==> src/rtl/tlul_socket_m1_if.sv <==
// tlul_socket_m1_if: host-side and device-side TL-UL signal bundle for the M-to-1 socket
// slave modport: the socket's view. master modport: the hosts plus device driving it.
interface tlul_socket_m1_if #(
  parameter int M = 3,
  parameter int SrcW = 6
);
  localparam int IdW = $clog2(M);
  logic [M-1:0]        host_a_valid_i;
  logic [M-1:0]        host_a_ready_o;
  logic [3*M-1:0]      host_a_opcode_i;
  logic [32*M-1:0]     host_a_address_i;
  logic [32*M-1:0]     host_a_data_i;
  logic [SrcW*M-1:0]   host_a_source_i;
  logic [M-1:0]        host_d_valid_o;
  logic [M-1:0]        host_d_ready_i;
  logic [2:0]          host_d_opcode_o;
  logic [31:0]         host_d_data_o;
  logic [SrcW-1:0]     host_d_source_o;
  logic                host_d_error_o;
  logic                dev_a_valid_o;
  logic                dev_a_ready_i;
  logic [2:0]          dev_a_opcode_o;
  logic [31:0]         dev_a_address_o;
  logic [31:0]         dev_a_data_o;
  logic [SrcW+IdW-1:0] dev_a_source_o;
  logic                dev_d_valid_i;
  logic                dev_d_ready_o;
  logic [2:0]          dev_d_opcode_i;
  logic [31:0]         dev_d_data_i;
  logic                dev_d_error_i;
  logic [SrcW+IdW-1:0] dev_d_source_i;
  logic                unroutable_o;
  modport slave (
    input  host_a_valid_i, host_a_opcode_i, host_a_address_i, host_a_data_i, host_a_source_i,
    output host_a_ready_o,
    output host_d_valid_o, host_d_opcode_o, host_d_data_o, host_d_source_o, host_d_error_o,
    input  host_d_ready_i,
    output dev_a_valid_o, dev_a_opcode_o, dev_a_address_o, dev_a_data_o, dev_a_source_o,
    input  dev_a_ready_i,
    input  dev_d_valid_i, dev_d_opcode_i, dev_d_data_i, dev_d_error_i, dev_d_source_i,
    output dev_d_ready_o,
    output unroutable_o
  );
  modport master (
    output host_a_valid_i, host_a_opcode_i, host_a_address_i, host_a_data_i, host_a_source_i,
    input  host_a_ready_o,
    input  host_d_valid_o, host_d_opcode_o, host_d_data_o, host_d_source_o, host_d_error_o,
    output host_d_ready_i,
    input  dev_a_valid_o, dev_a_opcode_o, dev_a_address_o, dev_a_data_o, dev_a_source_o,
    output dev_a_ready_i,
    output dev_d_valid_i, dev_d_opcode_i, dev_d_data_i, dev_d_error_i, dev_d_source_i,
    input  dev_d_ready_o,
    input  unroutable_o
  );
endinterface

==> src/rtl/tlul_socket_m1.sv <==
// tlul_socket_m1: round-robin M-to-1 TL-UL request arbiter with per-host outstanding limits and D-channel routing
// Ports: clk_i clock, rst_ni async active-low reset, bus (slave modport) carrying host A/D, device A/D and unroutable_o.
module tlul_socket_m1 #(
  parameter int M = 3,
  parameter int SrcW = 6,
  parameter logic [4*M-1:0] HMaxOut = 12'h442
) (
  input logic clk_i,
  input logic rst_ni,
  tlul_socket_m1_if.slave bus
);
  localparam int IdW = $clog2(M);
  logic [3:0] outCnt [M];
  logic [3:0] limit [M];
  logic [M-1:0] elig, inc, dec;
  logic [IdW-1:0] rrPtr, lockIdx, win, grantIdx, dIdx;
  logic [SrcW-1:0] srcSel;
  logic lockQ, found, aValid, aAcc, dRoutable, dAcc, unroutableQ;
  for (genvar g = 0; g < M; g++) begin : gElig
    assign limit[g] = (HMaxOut[4*g+:4] == 4'd0) ? 4'd1 : HMaxOut[4*g+:4];
    assign elig[g] = bus.host_a_valid_i[g] && (outCnt[g] < limit[g]);
  end
  // first eligible host at or after rrPtr, wrapping
  always_comb begin
    int j;
    j = 0;
    found = 1'b0;
    win = rrPtr;
    for (int i = 0; i < M; i++) begin
      j = int'(rrPtr) + i;
      j = (j >= M) ? j - M : j;
      if (!found && elig[j]) begin
        found = 1'b1;
        win = IdW'(j);
      end
    end
  end
  // a stalled request keeps its grant so dev_a_* stay stable until accepted
  assign grantIdx = lockQ ? lockIdx : win;
  assign aValid = lockQ ? bus.host_a_valid_i[lockIdx] : found;
  assign aAcc = aValid && bus.dev_a_ready_i;
  always_comb begin
    bus.dev_a_opcode_o = bus.host_a_opcode_i[2:0];
    bus.dev_a_address_o = bus.host_a_address_i[31:0];
    bus.dev_a_data_o = bus.host_a_data_i[31:0];
    srcSel = bus.host_a_source_i[SrcW-1:0];
    bus.host_a_ready_o = '0;
    for (int h = 0; h < M; h++) begin
      if (grantIdx == IdW'(h)) begin
        bus.dev_a_opcode_o = bus.host_a_opcode_i[3*h+:3];
        bus.dev_a_address_o = bus.host_a_address_i[32*h+:32];
        bus.dev_a_data_o = bus.host_a_data_i[32*h+:32];
        srcSel = bus.host_a_source_i[SrcW*h+:SrcW];
        bus.host_a_ready_o[h] = bus.dev_a_ready_i && aValid;
      end
    end
  end
  assign bus.dev_a_valid_o = aValid;
  assign bus.dev_a_source_o = {grantIdx, srcSel};
  assign dIdx = bus.dev_d_source_i[SrcW+:IdW];
  assign dRoutable = int'(dIdx) < M;
  // responses for a nonexistent host are sunk so the device never stalls
  always_comb begin
    bus.host_d_valid_o = '0;
    bus.dev_d_ready_o = !dRoutable;
    for (int h = 0; h < M; h++) begin
      if (dIdx == IdW'(h)) begin
        bus.host_d_valid_o[h] = bus.dev_d_valid_i;
        bus.dev_d_ready_o = bus.host_d_ready_i[h];
      end
    end
  end
  assign dAcc = bus.dev_d_valid_i && bus.dev_d_ready_o;
  assign bus.host_d_opcode_o = bus.dev_d_opcode_i;
  assign bus.host_d_data_o = bus.dev_d_data_i;
  assign bus.host_d_error_o = bus.dev_d_error_i;
  assign bus.host_d_source_o = bus.dev_d_source_i[SrcW-1:0];
  assign bus.unroutable_o = unroutableQ;
  always_comb begin
    inc = '0;
    dec = '0;
    for (int h = 0; h < M; h++) begin
      inc[h] = aAcc && (grantIdx == IdW'(h));
      dec[h] = dAcc && (dIdx == IdW'(h));
    end
  end
  always_ff @(posedge clk_i or negedge rst_ni) begin
    if (!rst_ni) begin
      rrPtr <= '0;
      lockQ <= 1'b0;
      lockIdx <= '0;
      unroutableQ <= 1'b0;
      for (int h = 0; h < M; h++) outCnt[h] <= 4'd0;
    end else begin
      lockQ <= aValid && !bus.dev_a_ready_i;
      lockIdx <= grantIdx;
      if (aAcc) rrPtr <= (grantIdx == IdW'(M-1)) ? '0 : grantIdx + 1'b1;
      unroutableQ <= bus.dev_d_valid_i && !dRoutable;
      for (int h = 0; h < M; h++) begin
        if (inc[h] && !dec[h]) outCnt[h] <= outCnt[h] + 4'd1;
        else if (!inc[h] && dec[h] && outCnt[h] != 4'd0) outCnt[h] <= outCnt[h] - 4'd1;
      end
    end
  end
endmodule
==> src/flat_wrapper.sv <==
// flat-port wrapper written by rule: the top's interface ports become plain ports
module tlul_socket_m1_flat 
#(
  parameter int M = 3,
  parameter int SrcW = 6,
  parameter logic [4*M-1:0] HMaxOut = 12'h442
)
  (clk_i, rst_ni, bus_host_a_valid_i, bus_host_a_opcode_i, bus_host_a_address_i, bus_host_a_data_i, bus_host_a_source_i, bus_host_a_ready_o, bus_host_d_valid_o, bus_host_d_opcode_o, bus_host_d_data_o, bus_host_d_source_o, bus_host_d_error_o, bus_host_d_ready_i, bus_dev_a_valid_o, bus_dev_a_opcode_o, bus_dev_a_address_o, bus_dev_a_data_o, bus_dev_a_source_o, bus_dev_a_ready_i, bus_dev_d_valid_i, bus_dev_d_opcode_i, bus_dev_d_data_i, bus_dev_d_error_i, bus_dev_d_source_i, bus_dev_d_ready_o, bus_unroutable_o);
  tlul_socket_m1_if #(.M(M), .SrcW(SrcW)) bus_i ();
  input logic clk_i;
  input logic rst_ni;
  input wire logic [$bits(bus_i.host_a_valid_i)-1:0] bus_host_a_valid_i;
  input wire logic [$bits(bus_i.host_a_opcode_i)-1:0] bus_host_a_opcode_i;
  input wire logic [$bits(bus_i.host_a_address_i)-1:0] bus_host_a_address_i;
  input wire logic [$bits(bus_i.host_a_data_i)-1:0] bus_host_a_data_i;
  input wire logic [$bits(bus_i.host_a_source_i)-1:0] bus_host_a_source_i;
  output wire logic [$bits(bus_i.host_a_ready_o)-1:0] bus_host_a_ready_o;
  output wire logic [$bits(bus_i.host_d_valid_o)-1:0] bus_host_d_valid_o;
  output wire logic [$bits(bus_i.host_d_opcode_o)-1:0] bus_host_d_opcode_o;
  output wire logic [$bits(bus_i.host_d_data_o)-1:0] bus_host_d_data_o;
  output wire logic [$bits(bus_i.host_d_source_o)-1:0] bus_host_d_source_o;
  output wire logic [$bits(bus_i.host_d_error_o)-1:0] bus_host_d_error_o;
  input wire logic [$bits(bus_i.host_d_ready_i)-1:0] bus_host_d_ready_i;
  output wire logic [$bits(bus_i.dev_a_valid_o)-1:0] bus_dev_a_valid_o;
  output wire logic [$bits(bus_i.dev_a_opcode_o)-1:0] bus_dev_a_opcode_o;
  output wire logic [$bits(bus_i.dev_a_address_o)-1:0] bus_dev_a_address_o;
  output wire logic [$bits(bus_i.dev_a_data_o)-1:0] bus_dev_a_data_o;
  output wire logic [$bits(bus_i.dev_a_source_o)-1:0] bus_dev_a_source_o;
  input wire logic [$bits(bus_i.dev_a_ready_i)-1:0] bus_dev_a_ready_i;
  input wire logic [$bits(bus_i.dev_d_valid_i)-1:0] bus_dev_d_valid_i;
  input wire logic [$bits(bus_i.dev_d_opcode_i)-1:0] bus_dev_d_opcode_i;
  input wire logic [$bits(bus_i.dev_d_data_i)-1:0] bus_dev_d_data_i;
  input wire logic [$bits(bus_i.dev_d_error_i)-1:0] bus_dev_d_error_i;
  input wire logic [$bits(bus_i.dev_d_source_i)-1:0] bus_dev_d_source_i;
  output wire logic [$bits(bus_i.dev_d_ready_o)-1:0] bus_dev_d_ready_o;
  output wire logic [$bits(bus_i.unroutable_o)-1:0] bus_unroutable_o;
  assign bus_i.host_a_valid_i = bus_host_a_valid_i;
  assign bus_i.host_a_opcode_i = bus_host_a_opcode_i;
  assign bus_i.host_a_address_i = bus_host_a_address_i;
  assign bus_i.host_a_data_i = bus_host_a_data_i;
  assign bus_i.host_a_source_i = bus_host_a_source_i;
  assign bus_host_a_ready_o = bus_i.host_a_ready_o;
  assign bus_host_d_valid_o = bus_i.host_d_valid_o;
  assign bus_host_d_opcode_o = bus_i.host_d_opcode_o;
  assign bus_host_d_data_o = bus_i.host_d_data_o;
  assign bus_host_d_source_o = bus_i.host_d_source_o;
  assign bus_host_d_error_o = bus_i.host_d_error_o;
  assign bus_i.host_d_ready_i = bus_host_d_ready_i;
  assign bus_dev_a_valid_o = bus_i.dev_a_valid_o;
  assign bus_dev_a_opcode_o = bus_i.dev_a_opcode_o;
  assign bus_dev_a_address_o = bus_i.dev_a_address_o;
  assign bus_dev_a_data_o = bus_i.dev_a_data_o;
  assign bus_dev_a_source_o = bus_i.dev_a_source_o;
  assign bus_i.dev_a_ready_i = bus_dev_a_ready_i;
  assign bus_i.dev_d_valid_i = bus_dev_d_valid_i;
  assign bus_i.dev_d_opcode_i = bus_dev_d_opcode_i;
  assign bus_i.dev_d_data_i = bus_dev_d_data_i;
  assign bus_i.dev_d_error_i = bus_dev_d_error_i;
  assign bus_i.dev_d_source_i = bus_dev_d_source_i;
  assign bus_dev_d_ready_o = bus_i.dev_d_ready_o;
  assign bus_unroutable_o = bus_i.unroutable_o;
  tlul_socket_m1 #(.M(M), .SrcW(SrcW), .HMaxOut(HMaxOut)) u_core (.clk_i(clk_i), .rst_ni(rst_ni), .bus(bus_i));
endmodule
==> config.mk <==
export PLATFORM = sky130hd
export DESIGN_NAME = tlul_socket_m1_flat
export DESIGN_NICKNAME = d
export VERILOG_FILES = /design/src/rtl/tlul_socket_m1_if.sv /design/src/rtl/tlul_socket_m1.sv /design/src/flat_wrapper.sv
export SDC_FILE = /design/constraint.sdc
export NUM_CORES = 1
export LEC_CHECK = 0
export ABC_AREA = 1
export CORE_AREA = 4 4 152 154
export DETAILED_ROUTE_END_ITERATION = 10
export DIE_AREA = 0 0 156 158
export DONT_BUFFER_PORTS = 1
export GPL_TIMING_DRIVEN = 0
export PLACE_DENSITY = 0.3
export SLEW_MARGIN = 30
export SYNTH_ARGS = -nofsm -noshare
export SYNTH_HDL_FRONTEND = slang
export SYNTH_SLANG_ARGS = --single-unit
==> constraint.sdc <==
create_clock -name clk_i -period 3.2 [get_ports clk_i]
set_input_delay 0.32 -clock clk_i [delete_from_list [all_inputs] [get_ports clk_i]]
set_output_delay 0.32 -clock clk_i [all_outputs]
set_load 0.05 [all_outputs]
# Word level (Yosys, flattened, before mapping)
# Index checks and enable logic that the tools add are counted.
# totals
register_bits	18
output_inout_bits	126
word_cells	122
# op_classes
addsub	12
order_cmp	11
eq_ne	4
n_mux	46
n_reduce_logical	42
# op_table
cell	n
$mux W32	7
$lt A32 B4 Y1 const B	3
$ge A32 B3 Y1 const B	2
$sub A32 B3 Y32 const B	2
$logic_and A1 B1 Y1	24
$mux W4	6
$mux W1	20
$add A4 B1 Y4 const B	3
$mux W6	2
$reduce_bool A4 Y1	3
$sub A4 B1 Y4 const B	3
$logic_not A1 Y1	10
$mux W2	5
$bmux W1 S2	4
$lt A4 B3 Y1 const B	2
$mux W3	2
$reduce_bool A2 Y1	3
$eq A2 B1 Y1 const B	2
$eq A2 B2 Y1 const B	2
$logic_not A2 Y1	2
$lt A4 B2 Y1 const B	1
$add A2 B1 Y3 const B	1
$add A2 B2 Y3 const B	1
$lt A2 B3 Y1 const B	1
4 further kinds	4

# Depth between registers and ports, before layout
# logic_depth
word_depth	20
depth_mapped	23
ltp_nobuf	23

# Least setup slack after synthesis
# No wires, ideal clock.
# synth_timing
kind	register to register
start	register u_core.rrPtr[0]
end	register u_core.outCnt[11] (netlist bit)
setup_ps	117
arrival_time_ps	3091
required_time_ps	3083
setup_slack_ps	-8
stages_incl_launch_ff	22
synth_period_minus_slack_ps	3208
path_cell_list	dfrtp_1 inv_1 ha_1 inv_1 nand4_1 nand3_1 nand2_1 nand3_2 nand2_1 nor2_4 o21ai_4 nor2_4 nand2_2 ha_1 nand2_1 nand2_1 a31oi_1 inv_1 nand2_1 nand3_1 nand2_1 nand2_1
# synth_via
elab_chain_len	19
elab_cells_between_ends	41
cone_classes	add/sub: 5; order compare: 3; mux: 21; reduce/logical: 12
# synth_rtl
element	line_no	text
from (decl)	tlul_socket_m1.sv:16	logic [IdW-1:0] rrPtr, lockIdx, win, grantIdx, dIdx;
from (signal assigned)	tlul_socket_m1.sv:97	if (aAcc) rrPtr <= (grantIdx == IdW'(M-1)) ? '0 : grantIdx + 1'b1;
parallel branches: the longest is 11 deep, another holds $sub A32 B3 Y32	--	
$mux W2 *	tlul_socket_m1.sv:32	if (!found && elig[j]) begin
$mux W2 *	tlul_socket_m1.sv:39	assign grantIdx = lockQ ? lockIdx : win;
via bus_dev_a_source_o[7]	flat_wrapper.sv:28	output wire logic [$bits(bus_i.dev_a_source_o)-1:0] bus_dev_a_source_o;
$logic_not A2 Y1 *	tlul_socket_m1.sv:83	inc[h] = aAcc && (grantIdx == IdW'(h));
$logic_and A1 B1 Y1 *	tlul_socket_m1.sv:83	
$logic_not A1 Y1	tlul_socket_m1.sv:101	else if (!inc[h] && dec[h] && outCnt[h] != 4'd0) outCnt[h] <= outCnt[h] - 4'd1;
$logic_and A1 B1 Y1 (2 in a row)	tlul_socket_m1.sv:101	
$reduce_bool A2 Y1 (no line)	--	
to (signal, indexed assignment)	tlul_socket_m1.sv:100	if (inc[h] && !dec[h]) outCnt[h] <= outCnt[h] + 4'd1;
to (decl)	tlul_socket_m1.sv:13	logic [3:0] outCnt [M];
# Mark *: on every way through the listed nets, which the timed path passes. The select of a mux whose other input is x is not followed.
# A chain may end at the register's enable or synchronous reset.

# Final worst setup path
# layout_timing
start	register u_core.rrPtr[0]
end	output port bus_dev_a_address_o[6]
# layout_via
elab_chain_len	16
elab_cells_between_ends	34
cone_classes	add/sub: 5; order compare: 3; eq/ne: 2; mux: 20; reduce/logical: 4
# layout_rtl
element	line_no	text
parallel branches: the longest is 11 deep, another holds $sub A32 B3 Y32	--	
$mux W2 *	tlul_socket_m1.sv:32	
$mux W2 *	tlul_socket_m1.sv:39	
via bus_dev_a_source_o[7]	flat_wrapper.sv:28	
$eq A2 B1 Y1	tlul_socket_m1.sv:49	if (grantIdx == IdW'(h)) begin
$mux W32	tlul_socket_m1.sv:49	
$mux W32 *	tlul_socket_m1.sv:49	
to (decl)	flat_wrapper.sv:26	output wire logic [$bits(bus_i.dev_a_address_o)-1:0] bus_dev_a_address_o;
# Marks and branches as above.

==> results.toml <==
[timing]
max_clock_freq_mhz = 297.9
fin_worst_skew_ns = 0.002255
fin_crit_sh = 1.049
slew_headroom = 0.3934
timing_hold_violations_final = 0
setup_ws_ns = -0.1565
finalSetupViolations = 76
slew_viol_final = 0
worstMarginPinSlew_ns = 0.9066
rsz0062_at_grt = "true"
period_minus_slack_ns = 3.356

[critical_path]
crit_slowest_cell = "o21ai_4"
critical_path_buf_inv_count = 4
cp-end-kind = "output pin"
cp.arrival_ns = 3.04
crit_required_ns = 2.88
path_class = "reg2out"
path_common_cell = "nand4_1"
path_delay_family = "simple AND/OR/NAND/NOR gates"
crit_path_max_fanout = 10
critical_path.cell_chain = "inv_2 > ha_4 > inv_4 > nand4_1 > nand3_2 > nand2_4 > nand4_1 > nand2_2 > o21ai_4 > nor2_4 > clkbuf_16 > buf_6 > nand2_1 > nand3_4"
start_kind = "flip-flop"
critPathMaxStageDelay_ns = 0.54

[placed_design]
place.port_buffers = 0
dp_hpwl_um = 17650
gp_congestion = 0.8835
place_ws_ns = -0.5671
postPlaceCellArea_mm2 = 0.003706

[global_routing]
grt-ovfl-total = 0
track_usage = 0.1584
antenna_found_initial = 7
grt_pass1_vias = 4564
grt_max_degree = 19
grt_pass1_wl_um = 29370

[route]
wl_met2_um = 11570
via_count = 4330
vias_per_cell = 4.785
wl_met3_um = 2755
firstDrtPassIters = 4
ant_nets = 0
top_layer_used = "met5"
wl_per_cell_um = 24.73
drt_wl_total_um = 22380
drt_iter0_drc = 229
wl_met1_um = 7713
drc = 0

[status]
violations = "setup timing"
status = "finished, violations left"

[logic_synthesis]
syn-mean-instance-area_um2 = 5.798
synth.largest_area_cell = "nand3_1"
synth_edf_count = 0
synthTopCellsByArea = "nand3_1 25%, nand2_1 21%, dfrtp_1 14%, buf_4 9.5%, buf_2 4.1%"
synth_top_area_frac = 0.2540
syn-num-nets = 856
synth_cell_types = 33
synthCells = 571
yosys_register_bits = 18
synth-main-ff-cell = "dfrtp_1"
syn_area_mm2 = 0.003311
synth.yosys.seq_area_share = 0.1361
async_flop_share = 1.000
ys_warn_count = 0

[die]
pin_count = 399
fp.dieH_um = 158
rows = 54
initial_core_util = 0.1526
die_area_mm2 = 0.02465
coreArea_mm2 = 0.02169
die_w_um = 156

[worst_hold_path]
hp-class = "in2async"

[cells_and_area]
area_growth_pct = 90.29
postLayoutCellArea_mm2 = 0.006300
nets = 909
drive_gt1_frac = 0.5723

[cts]
clockBufferDepth = 2
cts-root-buf = "clkbuf_16"
path_clk_slew_ns = 0.05
numClockSinks = 18
clkLatencyLatePin_ns = 0.25
cts_buffers = 3
cts_tree = "done"
htree_levels = 1

[job]
drv_cap = 0
synth_stat cells (all sizes together), types with 2 or more instances:
cell type    n
a211oi       2
a21oi        6
a31oi        3
buf         71
dfrtp       18
fa           3
ha           9
inv         31
nand2      197
nand3      170
nand4        8
nor2        26
nor3         7
o21ai       11
xnor2        2
xor2         4
worst paths after layout:
path / start / endpoint / slack (ns) / cells past startpoint
max: u_core.rrPtr[0] / bus_dev_a_address_o[6] / -0.16 / 14
min reg2reg: u_core.outCnt[11] / u_core.outCnt[11] / 0.51 / 2
min: rst_ni / u_core.outCnt[4] / 0.02 / 1
max reg2reg: u_core.rrPtr[0] / u_core.outCnt[11] / -0.11 / 21
min in group clk_i: bus_dev_a_ready_i / u_core.lockQ / 0.14 / 1
max in group asynchronous: rst_ni / u_core.rrPtr[1] / 2.84 / 1
state kept, by name, summed over array words and instances, names as in the netlist:
name	flops
u_core.outCnt	12
u_core.lockIdx	2
u_core.rrPtr	2
u_core.bus.unroutable_o	1
u_core.lockQ	1
cell families after synthesis:
| kind of cell | count (synthesis) | synth area share |
|---|---|---|
| adders and majority gates | 12 | 0.05216 |
| buffers and inverters | 103 | 0.1791 |
| and+or+nand+nor | 409 | 0.5745 |
| DFF | 18 | 0.1361 |
| AOI/OAI and AO/OA | 23 | 0.04233 |
| xor gates and xnor gates | 6 | 0.01587 |
repair_timing:
item | CTS | global route
gates cloned | 9 | 1
pin swaps | 83 | 71
gates resized for setup | 340 | 89
hold endpoints to repair | 18 | 0
endpoints found under the setup margin | 81 | 80
setup buffers | 24 | 12
hold buffers | 1 | 0
routing by layer:
layer,track usage,up-vias
met1,0.1806,2083
met2,0.2706,238
met5,0,-
met4,0.03126,10
met3,0.07764,28
li1,-,1971
stage by stage:
| step | setup TNS [ns] | utilization | hold WS (ns) | std cells |
|---|---|---|---|---|
| after CTS | -10.03 | 0.2691 | 0.1354 | 893 |
| after global routing | -20.97 | 0.2904 | 0.05099 | 904 |
| after detailed placement | -32.48 | 0.1709 | 0.02533 | 856 |
| final | -7.534 | 0.2905 | 0.01713 | 905 |
| after floorplan | 0 | - | 0.02441 | 571 |
| after global placement | -33.95 | 0.1688 | 0.02512 | 851 |
placed cells by master, fill, tap and decap left out, drive strengths merged:
master  count
xor2        4
a211oi      2
nor3        7
a31oi       3
nand2     198
fa          3
clkinv      2
nand4       8
o21ai      11
a21oi       6
ha          9
diode       3
nand3b      1
dfrtp      18
nand3     170
nor2       26
clkbuf      6
inv        30
buf       115
xnor2       2
o22ai       1
area by class of cell:
type                    count  area (um2)
flip-flops and latches     18       451.7
repair inverters            1       8.758
diodes                      3       7.507
plain buffers              71       635.6
repair buffers             47       504.2
multi-input cells         451        4138
well taps                 280       350.3
inverters                  31       128.9
fillers                  2324       15390
clock buffers               3       75.07
Power is left out: the tool's default activity adds up to more than one toggle a clock period on the data nets, which glitch-free logic cannot reach.
